==> src/rtl/load_store_unit.sv <==
// load_store_unit: sequences one load/store at a time onto the data_memory byte/halfword/word port.
// Build option LSU_MISALIGNED_EN: split misaligned accesses into byte accesses instead of rejecting them.
module load_store_unit #(
    parameter int DMEM_DATA_WIDTH = 32,
    parameter int DMEM_ADDR_WIDTH = 12
) (
    input  logic                       clk,
    input  logic                       rst,
    input  logic                       req_valid,
    output logic                       req_ready,
    input  logic                       req_we,
    input  logic [2:0]                 req_funct3,
    input  logic [31:0]                req_addr,
    input  logic [DMEM_DATA_WIDTH-1:0] req_wdata,
    output logic                       rsp_valid,
    output logic [DMEM_DATA_WIDTH-1:0] rsp_rdata,
    output logic                       rsp_err,
    output logic                       mem_wr_en,
    output logic [1:0]                 mem_rw_mode,
    output logic [DMEM_ADDR_WIDTH-1:0] mem_addr,
    output logic [DMEM_DATA_WIDTH-1:0] mem_w_data,
    input  logic [DMEM_DATA_WIDTH-1:0] mem_r_data
);

    localparam int DW = DMEM_DATA_WIDTH;
    localparam int AW = DMEM_ADDR_WIDTH;
    localparam logic [1:0]  MODE_BYTE = 2'b00;
    localparam logic [AW:0] LAST_ADDR = {1'b0, {AW{1'b1}}};

`ifdef LSU_MISALIGNED_EN
    typedef enum logic [1:0] {IDLE = 2'd0, ACCESS = 2'd1, RESP = 2'd2, SPLIT = 2'd3} state_t;
`else
    typedef enum logic [1:0] {IDLE = 2'd0, ACCESS = 2'd1, RESP = 2'd2} state_t;
`endif

    state_t     state_reg;
    logic       we_reg;
    logic [2:0] funct3_reg;

    logic [1:0] size_m1;
    logic       f3_illegal;
    logic       out_of_range;
    logic       misaligned;
    logic       misaligned_err;

    assign req_ready = (state_reg == IDLE);

    // Request decode; only meaningful in IDLE when the request is accepted.
    always_comb begin
        size_m1 = 2'd0;
        case (req_funct3[1:0])
            2'b00:   size_m1 = 2'd0;
            2'b01:   size_m1 = 2'd1;
            default: size_m1 = 2'd3;
        endcase
        f3_illegal = (req_funct3[1:0] == 2'b11) || (req_funct3 == 3'b110)
                     || (req_we && req_funct3[2]);
        // Upper address bits must be clear and the last byte must not pass the top of memory.
        out_of_range = (|req_addr[31:AW])
                       || (({1'b0, req_addr[AW-1:0]} + {{(AW-1){1'b0}}, size_m1}) > LAST_ADDR);
        misaligned = ((req_funct3[1:0] == 2'b01) && req_addr[0])
                     || ((req_funct3[1:0] == 2'b10) && (req_addr[1:0] != 2'b00));
    end

    function automatic logic [DW-1:0] extend(input logic [2:0] f3, input logic [DW-1:0] raw);
        case (f3)
            3'b000:  extend = {{(DW-8){raw[7]}}, raw[7:0]};
            3'b001:  extend = {{(DW-16){raw[15]}}, raw[15:0]};
            3'b100:  extend = {{(DW-8){1'b0}}, raw[7:0]};
            3'b101:  extend = {{(DW-16){1'b0}}, raw[15:0]};
            default: extend = raw;
        endcase
    endfunction

    function automatic logic [DW-1:0] store_lanes(input logic [1:0] mode, input logic [DW-1:0] wdata);
        case (mode)
            2'b00:   store_lanes = {{(DW-8){1'b0}}, wdata[7:0]};
            2'b01:   store_lanes = {{(DW-16){1'b0}}, wdata[15:0]};
            default: store_lanes = wdata;
        endcase
    endfunction

`ifdef LSU_MISALIGNED_EN
    logic [AW-1:0] addr_reg;
    logic [DW-1:0] wdata_reg;
    logic [DW-1:0] buf_reg;
    logic [DW-1:0] split_word;
    logic [1:0]    byte_idx_reg;
    logic [1:0]    last_idx_reg;
    logic [1:0]    next_idx;

    assign next_idx = byte_idx_reg + 2'd1;

    // Load buffer with the byte arriving this cycle merged into its lane.
    generate
        for (genvar gi = 0; gi < DW / 8; gi++) begin : g_split_lane
            assign split_word[gi*8 +: 8] = (int'(byte_idx_reg) == gi) ? mem_r_data[7:0]
                                                                       : buf_reg[gi*8 +: 8];
        end
    endgenerate

    assign misaligned_err = 1'b0;
`else
    assign misaligned_err = misaligned;
`endif

    always_ff @(posedge clk) begin
        if (!rst) begin
            state_reg    <= IDLE;
            we_reg       <= 1'b0;
            funct3_reg   <= 3'd0;
            rsp_valid    <= 1'b0;
            rsp_err      <= 1'b0;
            rsp_rdata    <= '0;
            mem_wr_en    <= 1'b0;
            mem_rw_mode  <= MODE_BYTE;
            mem_addr     <= '0;
            mem_w_data   <= '0;
`ifdef LSU_MISALIGNED_EN
            addr_reg     <= '0;
            wdata_reg    <= '0;
            buf_reg      <= '0;
            byte_idx_reg <= 2'd0;
            last_idx_reg <= 2'd0;
`endif
        end else begin
            case (state_reg)
                IDLE: begin
                    rsp_valid <= 1'b0;
                    rsp_err   <= 1'b0;
                    rsp_rdata <= '0;
                    if (req_valid) begin
                        we_reg     <= req_we;
                        funct3_reg <= req_funct3;
`ifdef LSU_MISALIGNED_EN
                        addr_reg   <= req_addr[AW-1:0];
                        wdata_reg  <= req_wdata;
`endif
                        if (f3_illegal || out_of_range || misaligned_err) begin
                            state_reg <= RESP;
                            rsp_valid <= 1'b1;
                            rsp_err   <= 1'b1;
                        end
`ifdef LSU_MISALIGNED_EN
                        else if (misaligned) begin
                            state_reg    <= SPLIT;
                            byte_idx_reg <= 2'd0;
                            last_idx_reg <= size_m1;
                            buf_reg      <= '0;
                            mem_wr_en    <= req_we;
                            mem_rw_mode  <= MODE_BYTE;
                            mem_addr     <= req_addr[AW-1:0];
                            mem_w_data   <= {{(DW-8){1'b0}}, req_wdata[7:0]};
                        end
`endif
                        else begin
                            state_reg   <= ACCESS;
                            mem_wr_en   <= req_we;
                            mem_rw_mode <= req_funct3[1:0];
                            mem_addr    <= req_addr[AW-1:0];
                            mem_w_data  <= store_lanes(req_funct3[1:0], req_wdata);
                        end
                    end
                end
                ACCESS: begin
                    state_reg <= RESP;
                    mem_wr_en <= 1'b0;
                    rsp_valid <= 1'b1;
                    rsp_err   <= 1'b0;
                    rsp_rdata <= we_reg ? '0 : extend(funct3_reg, mem_r_data);
                end
`ifdef LSU_MISALIGNED_EN
                SPLIT: begin
                    buf_reg <= split_word;
                    if (byte_idx_reg == last_idx_reg) begin
                        state_reg <= RESP;
                        mem_wr_en <= 1'b0;
                        rsp_valid <= 1'b1;
                        rsp_err   <= 1'b0;
                        rsp_rdata <= we_reg ? '0 : extend(funct3_reg, split_word);
                    end else begin
                        byte_idx_reg <= next_idx;
                        mem_addr     <= addr_reg + {{(AW-2){1'b0}}, next_idx};
                        mem_w_data   <= {{(DW-8){1'b0}}, wdata_reg[8*next_idx +: 8]};
                    end
                end
`endif
                RESP: begin
                    state_reg <= IDLE;
                    rsp_valid <= 1'b0;
                    rsp_err   <= 1'b0;
                    rsp_rdata <= '0;
                end
                default: begin
                    state_reg <= IDLE;
                    mem_wr_en <= 1'b0;
                    rsp_valid <= 1'b0;
                end
            endcase
        end
    end

endmodule

==> config.mk <==
export PLATFORM = sky130hd
export DESIGN_NAME = load_store_unit
export DESIGN_NICKNAME = d
export VERILOG_FILES = /design/src/rtl/load_store_unit.sv
export SDC_FILE = /design/constraint.sdc
export NUM_CORES = 1
export LEC_CHECK = 0
export CAP_MARGIN = 20
export CORE_ASPECT_RATIO = 1.75
export CORE_UTILIZATION = 44
export CTS_BUF_LIST = sky130_fd_sc_hd__clkbuf_8
export DETAILED_ROUTE_END_ITERATION = 8
export HOLD_SLACK_MARGIN = 0.02
export PLACE_DENSITY = 0.88
export SLEW_MARGIN = 10
export SYNTH_ARGS = -nofsm -noshare
export SYNTH_HDL_FRONTEND = slang
export SYNTH_SLANG_ARGS = --single-unit
==> constraint.sdc <==
create_clock -name clk -period 8.6 [get_ports clk]
set_clock_uncertainty 0.15 [all_clocks]
set_input_delay 1.72 -clock clk [delete_from_list [all_inputs] [get_ports clk]]
set_output_delay 1.72 -clock clk [all_outputs]
set_load 0.02 [all_outputs]
==> metrics.md, run 1 <==
| Metric | Value |
|---|---|
| Outcome | finished, final reports clean |
| Critical path required time | a little under 9000 ps |
| Design Area, Final | 5630 um^2 |
| Via count normalized by instance count | 5.33 |
| H-tree level count | 3 |
| Seq/Total Area, Yosys | about half |
| Number of distinct library cells after synthesis | 36 |
| Clock Tree Root | sky130_fd_sc_hd__clkbuf_8 |
| Placed Cells | 645 |
| # IOs | ~190 |
| Achievable clock frequency | 218 MHz |
| Maximum cell stage delay along the critical path | 740 ps |
| DRC violation total after the first TritonRoute iteration | 149 |
| Number of nets in the layout | approximately 680 |
| Detailed-placement wirelength estimate | 7880 um |
| Footprint of the flip-flops and latches | around 1700 um^2 |
| TritonCTS Buffers | 9 |
| Type of destination of the critical path | register |
| Detailed-route via count | 3515 |
| Gate count of the mapped netlist | 397 |
| Final worst-path cycle share | 53.4% |
| Worst slack at placement | 3630 ps |
| Buffering stage count on the worst path with inverters included | 2 |
| Largest vdd supply drop | 113 uV |
| Clock tree from TritonCTS | done |
| Num rows | 43 |
| Antenna violations before repair | 0 |
| GRT overflow | 0 |
| Layout Area Growth over Synthesis | 58.7% |
| Classification of the worst setup path | input port to register |
| Avg Inst Size Synth | approximately 9 um^2 |
| Critical path's top delay family | simple AND/OR/NAND/NOR gates |
| Largest net degree at the start of global routing | 48 |
| Wirelength per Cell | 15.7 um |
| DRC viols | 0 |
| Share of post-route cells with drive strength above 1 | 4.21% |
| Final Slew Violations | 0 |
| GR Util All Layers | 24.6% |
| Filler-free cell count of the finished design | 660 |
| Clock-pin slew of the registers on the worst-case setup and hold paths | 80 ps |
| Final Worst Setup Slack | roughly 4000 ps |
| Clock sinks | 87 |
| Wire length of the first global-routing pass | 16400 um |
| Tightest slew margin relative to the limit | 55.8% |
| Critical Path Fanout Max | 20 |
| Total power consumption of the routed design | between 800 and 900 uW |
| Starting density of the core | 45.1% |
| Number of filler instances in the final layout | 602 |
| Largest registers ranked by flip-flop count | mem_w_data (32), rsp_rdata (32), mem_addr (12) |
| Critical path, cell by cell | clkdlybuf4s50_1 -> or2_2 -> ha_1 -> fa_1 -> nand4_1 -> nor3_1 -> or4_1 -> buf_4 -> mux2i_1 -> nor2_1 |
| Synthesized Nets | 506 |
| Post-CTS setup repair buffer count | 0 |
| Shortest clock period the worst path allows after layout | 4590 ps |
| Number of buffer cells added on primary ports | about 180 |
| Floorplan die height | 121 um |
| Std-Cell Core Area | 7860 um^2 |
| RSZ-0062 raised after global routing | no |
| Startpoint type of the worst setup path | input port |
| Post-route worst hold slack | roughly 310 ps |
| Final setup viols | 0 |
| Arrival time at the worst endpoint | 4700 ps |
| First-pass iteration count of the detailed router | 6 |
| Hold Path Class | register to register |
| Static Leakage | between 2 and 2.5 nW |
| Final GP Congestion | 0.831 |
| Total negative slack for setup checks | 0 ps |
| Count of hold buffers inserted by post-cts repair | 0 |
| Final routed wirelength across all metal layers | 10400 um |
| Post-CTS sizing | 0 |
| Worst Max-Slew Pin Slew | roughly 660 ps |
| ANT cells | 0 |
| Number of storage elements in the synthesis netlist | 87 |
| Overall die area | around 8400 um^2 |
| DRT antenna net count | 0 |
| Largest buffer count on any clock path | 2 |
| Final number of hold-violating endpoints | 0 |
| Total power divided by cell area | 150 nW/um^2 |
| Cell with the largest stage delay on the worst path | sky130_fd_sc_hd__or4_1 |
| Die W | approximately 70 um |
| Clock latency on the worst-skew pair | 360 ps |
| Final core area utilization | 71.6% |
| Synthesized cell area | 3540 um^2 |
| Placement-stage cell area | ~5400 um^2 |
| Multi-input gate area | 1650 um^2 |
| Count of warnings emitted by yosys | 0 |
| Vias in the first global route | about 3600 |
| Count of maximum capacitance violations | 0 |
-- placed cells by master, fill, tap and decap left out, types with 2 or more instances in the layout --
master	count
sky130_fd_sc_hd__clkdlybuf4s50_1	184
sky130_fd_sc_hd__dfxtp_1	87
sky130_fd_sc_hd__nand2_1	69
sky130_fd_sc_hd__mux2i_1	40
sky130_fd_sc_hd__nor2_1	31
sky130_fd_sc_hd__a21oi_1	30
sky130_fd_sc_hd__o21ai_0	28
sky130_fd_sc_hd__nor2b_1	11
sky130_fd_sc_hd__nand3_1	10
sky130_fd_sc_hd__clkbuf_8	10
sky130_fd_sc_hd__a22oi_1	8
sky130_fd_sc_hd__a21boi_0	8
sky130_fd_sc_hd__o21ai_1	7
sky130_fd_sc_hd__nor4_1	6
sky130_fd_sc_hd__ha_1	5
sky130_fd_sc_hd__inv_1	3
sky130_fd_sc_hd__nand4_1	3
sky130_fd_sc_hd__and2_1	3
sky130_fd_sc_hd__buf_4	3
sky130_fd_sc_hd__nor4_4	2
sky130_fd_sc_hd__or4_1	2
sky130_fd_sc_hd__bufinv_16	2
sky130_fd_sc_hd__clkinv_4	2
-- cells in the mapped netlist --
cell type / number / area share [%]
sky130_fd_sc_hd__a21oi_1: 30 / 4.2
sky130_fd_sc_hd__or4b_2: 1 / 0.28
sky130_fd_sc_hd__nand4_1: 3 / 0.53
sky130_fd_sc_hd__or4_1: 2 / 0.42
sky130_fd_sc_hd__a22oi_1: 8 / 1.7
sky130_fd_sc_hd__nor2_1: 31 / 3.3
sky130_fd_sc_hd__nand3_1: 10 / 1.4
sky130_fd_sc_hd__o21ai_0: 28 / 4.0
sky130_fd_sc_hd__o21ai_1: 7 / 0.99
sky130_fd_sc_hd__nor4_1: 6 / 1.1
sky130_fd_sc_hd__and3b_1: 1 / 0.25
sky130_fd_sc_hd__nand2_2: 1 / 0.18
sky130_fd_sc_hd__clkinv_1: 1 / 0.11
sky130_fd_sc_hd__or4b_1: 1 / 0.28
sky130_fd_sc_hd__or2_2: 1 / 0.18
sky130_fd_sc_hd__fa_1: 1 / 0.56
sky130_fd_sc_hd__and2_1: 3 / 0.53
sky130_fd_sc_hd__nand4b_1: 1 / 0.25
sky130_fd_sc_hd__a31oi_1: 1 / 0.18
sky130_fd_sc_hd__nand3b_1: 1 / 0.21
sky130_fd_sc_hd__a21boi_0: 8 / 1.7
sky130_fd_sc_hd__clkbuf_1: 19 / 2.0
sky130_fd_sc_hd__and2_0: 1 / 0.18
sky130_fd_sc_hd__buf_2: 6 / 0.85
sky130_fd_sc_hd__buf_1: 2 / 0.21
sky130_fd_sc_hd__dfxtp_1: 87 / 49
sky130_fd_sc_hd__buf_6: 3 / 0.95
sky130_fd_sc_hd__nor3_1: 1 / 0.14
sky130_fd_sc_hd__nor4_4: 2 / 1.2
sky130_fd_sc_hd__ha_1: 5 / 1.8
sky130_fd_sc_hd__nor2b_1: 11 / 1.9
sky130_fd_sc_hd__mux2i_1: 40 / 11
sky130_fd_sc_hd__o21a_1: 1 / 0.21
sky130_fd_sc_hd__inv_1: 3 / 0.32
sky130_fd_sc_hd__nand2_1: 69 / 7.3
sky130_fd_sc_hd__a211oi_1: 1 / 0.21
-- logic make-up (layout without fill, tap and decap cells) --
family	after synthesis	in the layout	synth area share, %
AOI/OAI and AO/OA	84	84	13.2
adders and majority gates	6	6	2.33
buffers and inverters	34	207	4.45
DFF	87	87	49.1
muxes	40	40	11.3
and+or+nand+nor	146	146	19.6
-- layer usage --
layer  wire length [um]  share of wire [%]  up-vias  global-route usage, %
li1                   -                  -     1684                      -
met1               3660                 35     1624                   24.6
met2               5550                 53      169                   44.9
met3                692                6.7       38                   6.83
met4                485                4.7        0                   13.8
met5                  0                  0        -                      0
-- final timing paths --
check             slack [ps]          start            end  cells past startpoint
setup / recovery        4010  req_funct3[1]    mem_addr[8]                     10
hold / removal           310  rsp_rdata[28]  rsp_rdata[28]                      2
setup reg to reg        5810   state_reg[1]    mem_addr[8]                      8
hold reg to reg          310  rsp_rdata[28]  rsp_rdata[28]                      2
-- worst min-delay path, stage by stage (launching register included) --
cell	delay [ps]
sky130_fd_sc_hd__dfxtp_1	320
sky130_fd_sc_hd__nand2_1	60
sky130_fd_sc_hd__a21oi_1	50
-- layout make-up --
type                    instances  share of cell area, %
inverters                       4                  0.267
multi-input cells             276                   29.2
clock buffers                  10                   2.45
clock inverters                 5                   1.47
repair buffers                188                   33.6
flip-flops and latches         87                   31.0
well taps                      90                   2.00
-- where the power goes --
part,internal (mW),leakage (nW),switching [mW]
Clock,0.170,0.112,0.141
Sequential,0.411,0.704,0.00561
Combinational,0.0668,1.41,0.0488
Total,0.648,2.23,0.196
No activity file was read; power rests on OpenSTA's default activity.
==> inputs of run 2 (changes only) <==
CORE_UTILIZATION = 41   (was 44)
PLACE_DENSITY = 0.83   (was 0.88)
clock period = 4.8 ns   (was 8.6 ns; I/O delays follow)
==> run 2 against run 1 <==
Against the previous run:
- non-clock buffer count grew 1
- cell count grew 4.1%
- total power rose by 76%
- die area is 7.1% higher
- sequential power rose by 79%
- routed wire length down 2.7%
- combinational power rose by 77%
- setup slack worse by 3000 ps
- sequential cell count unchanged
- critical path type unchanged
- largest power group unchanged
==> metrics.md, run 2 (same netlist as run 1, synthesis figures left out) <==
| Metric | Value |
|---|---|
| Filler-free cell count of the finished design | 687 (+4.1%) |
| GR met3 Demand/Resource | 5.88% (-0.95 points) |
| ANT cells | 0 (unchanged) |
| Clock sinks | 87 (unchanged) |
| Net switching power figure | 357 uW (+82%) |
| Number of nets in the layout | 676 (+0.15%) |
| DRC violation total after the first TritonRoute iteration | 208 (+40%) |
| Largest buffer count on any clock path | 2 (unchanged) |
| Clock tree from TritonCTS | done |
| Antenna violations before repair | 0 (unchanged) |
| Layout Area Growth over Synthesis | 59.1% |
| Die W | 72.3 um (+3.5%) |
| Combinational share of power | 13.8% (about the same) |
| Met1 layer usage reported by global route | 22.2% (-2.4 points) |
| Static Leakage | 2.23 nW (-0.21%) |
| Clock-pin slew of the registers on the worst-case setup and hold paths | 90 ps (about the same) |
| GR Util All Layers | 22.8% (-1.8 points) |
| Most used routing layer in global routing | met2 |
| Final core area utilization | 67.8% (-3.8 points) |
| Number of buffer cells added on primary ports | 184 (unchanged) |
| Detailed-route via count | 3459 (-1.6%) |
| Via count normalized by instance count | 5.03 (-5.5%) |
| H-tree level count | 3 (unchanged) |
| Vias in the first global route | 3381 (-4.8%) |
| Count of hold buffers inserted by post-cts repair | 0 (unchanged) |
| Shortest clock period the worst path allows after layout | 3790 ps |
| Arrival time at the worst endpoint | 3870 ps (-830 ps) |
| Post-CTS setup repair buffer count | 0 (unchanged) |
| Final number of hold-violating endpoints | 0 (unchanged) |
| Total power consumption of the routed design | 1.48 mW (+76%) |
| Total power divided by cell area | 263 nW/um^2 (+76%) |
| Total negative slack for setup checks | 0 ps (unchanged) |
| Floorplan die height | 125 um (+3.5%) |
| Share of post-route cells with drive strength above 1 | 4.55% (+0.33 points) |
| Detailed-placement wirelength estimate | 7690 um (-2.4%) |
| TritonCTS Buffers | 9 (unchanged) |
| Startpoint type of the worst setup path | input port |
| Post-CTS sizing | 0 (unchanged) |
| Outcome | finished, final reports clean |
| Tightest slew margin relative to the limit | 58.0% (+2.2 points) |
| Commonest non-fill, non-tap cell in the layout | sky130_fd_sc_hd__clkdlybuf4s50_1 |
| Count of maximum capacitance violations | 0 (unchanged) |
| Fraction of power spent switching nets | 24.0% (+0.81 points) |
| Largest vdd supply drop | 168 uV (+49%) |
| Post-route worst hold slack | 308 ps (-5.58 ps) |
| Final Slew Violations | 0 (unchanged) |
| Number of filler instances in the final layout | 677 (+12%) |
| Critical Path Fanout Max | 22 (+10%) |
| Clock latency on the worst-skew pair | 360 ps (about the same) |
| Critical path required time | 4890 ps (-3810 ps) |
| Top library cells by usage in the layout, fill and taps aside | 184 x sky130_fd_sc_hd__clkdlybuf4s50_1, 87 x sky130_fd_sc_hd__dfxtp_1, 69 x sky130_fd_sc_hd__nand2_1, 40 x sky130_fd_sc_hd__mux2i_1, 31 x sky130_fd_sc_hd__nor2_1 |
| Part of the power in registers | 50.3% (+1.0 points) |
| Classification of the worst setup path | input port to register |
| Final worst-path cycle share | roughly four fifths |
| Final GP Congestion | 0.843 (+1.5%) |
| Final routed wirelength across all metal layers | 10100 um (-2.7%) |
| Achievable clock frequency | 264 MHz |
| Num rows | 44 (+2.3%) |
| Clock Tree Root | sky130_fd_sc_hd__clkbuf_8 |
| RSZ-0062 raised after global routing | no |
| Worst Max-Slew Pin Slew | 630 ps (-33.2 ps) |
| Std-Cell Core Area | 8310 um^2 (+5.8%) |
| # IOs | 185 (unchanged) |
| GRT overflow | 0 (unchanged) |
| Wirelength per Cell | 14.7 um (-6.5%) |
| First-pass iteration count of the detailed router | 4 (-2) |
| Clock power share | 35.9% (-1.1 points) |
| Overall die area | 9040 um^2 (+7.1%) |
| Largest registers ranked by flip-flop count | mem_w_data (32), rsp_rdata (32), mem_addr (12) |
| Starting density of the core | 42.6% (-2.5 points) |
| DRT antenna net count | 0 (unchanged) |
| Placed Cells | 671 (+4.0%) |
| Largest net degree at the start of global routing | 43 (-10%) |
| Routing usage on met2 | 43.2% (-1.7 points) |
| Type of destination of the critical path | register |
| Wire length of the first global-routing pass | 16000 um (-2.6%) |
| Internal power summed over all cells | 1.13 mW (+74%) |
| DRC viols | 0 (unchanged) |
| Final setup viols | 0 (unchanged) |
| Hold Path Class | register to register |
## run 2: cell count changes in the layout (fill, tap and decap cells not counted), sizes merged
cell    previous run  this run
clkbuf            10        11
bufinv             2         1
buf                4         5
inv                3         6
clkinv             4         2
## run 2: path summary, 6_finish.rpt
kind / cells after the start / to / slack (ps) / start
max: 10 / mem_addr[9] / 1010 / req_funct3[1]
min: 2 / mem_w_data[31] / 310 / mem_w_data[31]
max reg2reg: 8 / mem_addr[9] / 2090 / state_reg[0]
min reg2reg: 2 / mem_w_data[31] / 310 / mem_w_data[31]
## run 2: layout make-up
cell class	instances	area (um^2)	share of cell area (%)
Clock buffer	11	151	2.69
Tap cell	115	144	2.55
Clock inverter	5	61.3	1.09
Inverter	4	15.0	0.266
Multi-Input combinational cell	276	1650	29.2
Timing Repair Buffer	189	1880	33.3
Sequential cell	87	1740	30.9
## run 2: power groups by stage
| stage | clock network [mW] | registers [mW] | logic (mW) |
|---|---|---|---|
| 2_1_floorplan | 0 | 0.774 | 0.0667 |
| 3_3_place_gp | 0 | 0.762 | 0.202 |
| 3_5_place_dp | 0 | 0.763 | 0.205 |
| 4_1_cts | 0.549 | 0.746 | 0.206 |
| 5_1_grt | 0.575 | 0.748 | 0.221 |
| 6_report | 0.533 | 0.746 | 0.205 |
## run 2: per-layer routing
metal	routed length, um	up-vias
met5	0	-
met4	288	0
met3	652	20
met2	5680	143
met1	3490	1603
li1	-	1693
## run 2: through the flow
step / area (um^2) / worst slack (ps)
global placement: 5430 / 792
CTS: 5640 / 1010
global route: 5640 / 859
floorplan: 3540 / 1620
finish: 5640 / 1010
detailed placement: 5430 / 621
## run 2: critical path, cell delays in order
cell and delay (ps):
sky130_fd_sc_hd__clkdlybuf4s50_1 520, sky130_fd_sc_hd__or2_2 340, sky130_fd_sc_hd__ha_1 190, sky130_fd_sc_hd__fa_1 370, sky130_fd_sc_hd__nand4_1 110, sky130_fd_sc_hd__nor3_1 80, sky130_fd_sc_hd__or4_1 690, sky130_fd_sc_hd__buf_4 330
sky130_fd_sc_hd__mux2i_1 210, sky130_fd_sc_hd__nor2_1 60
==> inputs of run 3 (changes only) <==
CORE_UTILIZATION = 37   (was 41)
PLACE_DENSITY = 0.79   (was 0.83)
clock period = 3.1 ns   (was 4.8 ns; I/O delays follow)
==> run 3 against run 2 <==
Against the previous run:
- sequential share of layout area shrank 0.66 points
- total power up 56%
- non-clock buffer count up 12
- worst hold slack better by 3.9 ps
- global-route usage is 1.5 points lower
- via count is 0.75% higher
- first-iteration DRC count decreased by 73%
- largest cell class unchanged
- cell count is 2.5% higher
- routed wire length up 5.4%
==> metrics.md, run 3 (same netlist as run 1, synthesis figures left out) <==
| Metric | Value |
|---|---|
| DRT antenna net count | 0 (unchanged) |
| Fraction of power spent switching nets | 25.1% (+1.1 points) |
| Number of nets in the layout | 688 (+1.8%) |
| Starting density of the core | 38.5% (-4.1 points) |
| Tightest slew margin relative to the limit | 57.1% (-0.92 points) |
| Top library cells by usage in the layout, fill and taps aside | 184 x sky130_fd_sc_hd__clkdlybuf4s50_1, 87 x sky130_fd_sc_hd__dfxtp_1, 69 x sky130_fd_sc_hd__nand2_1, 39 x sky130_fd_sc_hd__mux2i_1, 31 x sky130_fd_sc_hd__nor2_1 |
| ANT cells | 0 (unchanged) |
| Outcome | finished, final reports clean |
| RSZ-0062 raised after global routing | no |
| Startpoint type of the worst setup path | input port |
| Placed Cells | 688 (+2.5%) |
| Total negative slack for setup checks | 0 ps (unchanged) |
| Critical path required time | 3210 ps (-1680 ps) |
| Shortest clock period the worst path allows after layout | 3020 ps |
| Static Leakage | 2.28 nW (+2.4%) |
| Clock power share | 36.0% (about the same) |
| Via count normalized by instance count | 4.95 (-1.7%) |
| DRC viols | 0 (unchanged) |
| DRC violation total after the first TritonRoute iteration | 56 (-73%) |
| First-pass iteration count of the detailed router | 4 (unchanged) |
| Classification of the worst setup path | input port to register |
| # IOs | 185 (unchanged) |
| Std-Cell Core Area | 9210 um^2 (+11%) |
| Hold Path Class | register to register |
| Floorplan die height | 131 um (+5.2%) |
| Largest registers ranked by flip-flop count | mem_w_data (32), rsp_rdata (32), mem_addr (12) |
| Overall die area | 9990 um^2 (+11%) |
| Worst Max-Slew Pin Slew | 644 ps (+13.9 ps) |
| Commonest non-fill, non-tap cell in the layout | sky130_fd_sc_hd__clkdlybuf4s50_1 |
| Type of destination of the critical path | register |
| Number of buffer cells added on primary ports | 184 (unchanged) |
| Net switching power figure | 582 uW (+63%) |
| Wirelength per Cell | 15.1 um (+2.8%) |
| GRT overflow | 0 (unchanged) |
| Final Slew Violations | 0 (unchanged) |
| Largest net degree at the start of global routing | 36 (-16%) |
| Layout Area Growth over Synthesis | 62.5% |
| Filler-free cell count of the finished design | 704 (+2.5%) |
| Internal power summed over all cells | 1.74 mW (+54%) |
| Share of post-route cells with drive strength above 1 | 6.85% (+2.3 points) |
| Part of the power in registers | 49.8% (-0.5 points) |
| Arrival time at the worst endpoint | 3130 ps (-740 ps) |
| Final setup viols | 0 (unchanged) |
| Wire length of the first global-routing pass | 16900 um (+5.7%) |
| Detailed-placement wirelength estimate | 8130 um (+5.7%) |
| Final routed wirelength across all metal layers | 10600 um (+5.4%) |
| Final number of hold-violating endpoints | 0 (unchanged) |
| Final GP Congestion | 0.751 (-11%) |
| Largest buffer count on any clock path | 2 (unchanged) |
| Largest vdd supply drop | 249 uV (+48%) |
| Final worst-path cycle share | 97.5% |
| Count of maximum capacitance violations | 0 (unchanged) |
| Clock tree from TritonCTS | done |
| Vias in the first global route | 3558 (+5.2%) |
| H-tree level count | 3 (unchanged) |
| Clock Tree Root | sky130_fd_sc_hd__clkbuf_8 |
| Antenna violations before repair | 0 (unchanged) |
| Combinational share of power | 14.1% (+0.3 points) |
| GR Util All Layers | 21.3% (-1.5 points) |
| Clock sinks | 87 (unchanged) |
| TritonCTS Buffers | 9 (unchanged) |
| Total power divided by cell area | 402 nW/um^2 (+53%) |
| Achievable clock frequency | 331 MHz |
| Clock-pin slew of the registers on the worst-case setup and hold paths | 90 ps (about the same) |
| Detailed-route via count | 3485 (+0.75%) |
| Critical Path Fanout Max | 11 (-50%) |
| Clock latency on the worst-skew pair | 360 ps (about the same) |
| Num rows | 46 (+4.5%) |
| Die W | 76.0 um (+5.1%) |
==> run 3: cell types whose count changed in the layout (fill, tap and decap cells not counted), sizes merged <==
| cell | before | now |
|---|---|---|
| buf | 5 | 17 |
| clkbuf | 11 | 10 |
| clkinv | 2 | 1 |
| clkinvlp | 0 | 2 |
==> run 3: worst paths after layout <==
path	cells after the start	from	endpoint	slack (ps)
hold reg to reg	2	rsp_rdata[23]	rsp_rdata[23]	310
hold / removal	2	rsp_rdata[23]	rsp_rdata[23]	310
setup / recovery	10	req_funct3[0]	mem_w_data[0]	80
setup reg to reg	7	state_reg[0]	rsp_rdata[29]	690
==> run 3: final cells by class <==
cell class,instances,area [um^2]
Multi-Input combinational cell,276,1650
Fill cell,840,3450
Timing Repair Buffer,201,1990
Tap cell,120,150
Inverter,4,15.0
Clock inverter,6,73.8
Sequential cell,87,1740
Clock buffer,10,138
==> run 3: what timing repair did <==
item                       in CTS  in global routing
buffers inserted                0                  0
hold endpoints to repair        0                  0
hold buffers                    0                  0
resized for setup               0                  4
setup endpoints to repair       0                  5
==> run 3: power groups by stage <==
stage / combinational (mW) / sequential [mW] / clock [mW]
global placement: 0.324 / 1.18 / 0
floorplan: 0.103 / 1.20 / 0
detailed placement: 0.329 / 1.18 / 0
finish: 0.328 / 1.15 / 0.834
global route: 0.353 / 1.16 / 0.906
CTS: 0.330 / 1.16 / 0.862
==> run 3: metal layers <==
metal  global-route usage, %  vias to the layer above  wire, um
met3                    5.07                       25       665
met5                       0                        -         0
li1                        -                     1714         -
met4                    11.9                        0       383
met1                    19.9                     1608      3800
met2                    41.1                      138      5800
==> run 3: worst max-delay path, cell delays in order <==
cell,delay [ps]
sky130_fd_sc_hd__clkdlybuf4s50_1,440
sky130_fd_sc_hd__or2_2,330
sky130_fd_sc_hd__ha_1,200
sky130_fd_sc_hd__fa_1,380
sky130_fd_sc_hd__nand4_1,100
sky130_fd_sc_hd__nor3_1,70
sky130_fd_sc_hd__or4_4,540
sky130_fd_sc_hd__buf_6,180
sky130_fd_sc_hd__mux2i_2,200
sky130_fd_sc_hd__nor2b_1,70
==> run 3: through the flow <==
stage	instance area (um^2)	setup slack, ps	total power, mW	util (%)	hold slack [ps]
detailed placement	5530	-330	1.51	60.1	305
CTS	5750	44.4	2.35	62.4	318
global placement	5530	-206	1.50	60.1	295
finish	5760	77.3	2.32	62.6	312
global route	5760	23.5	2.42	62.6	344
floorplan	3540	260	1.30	-	299
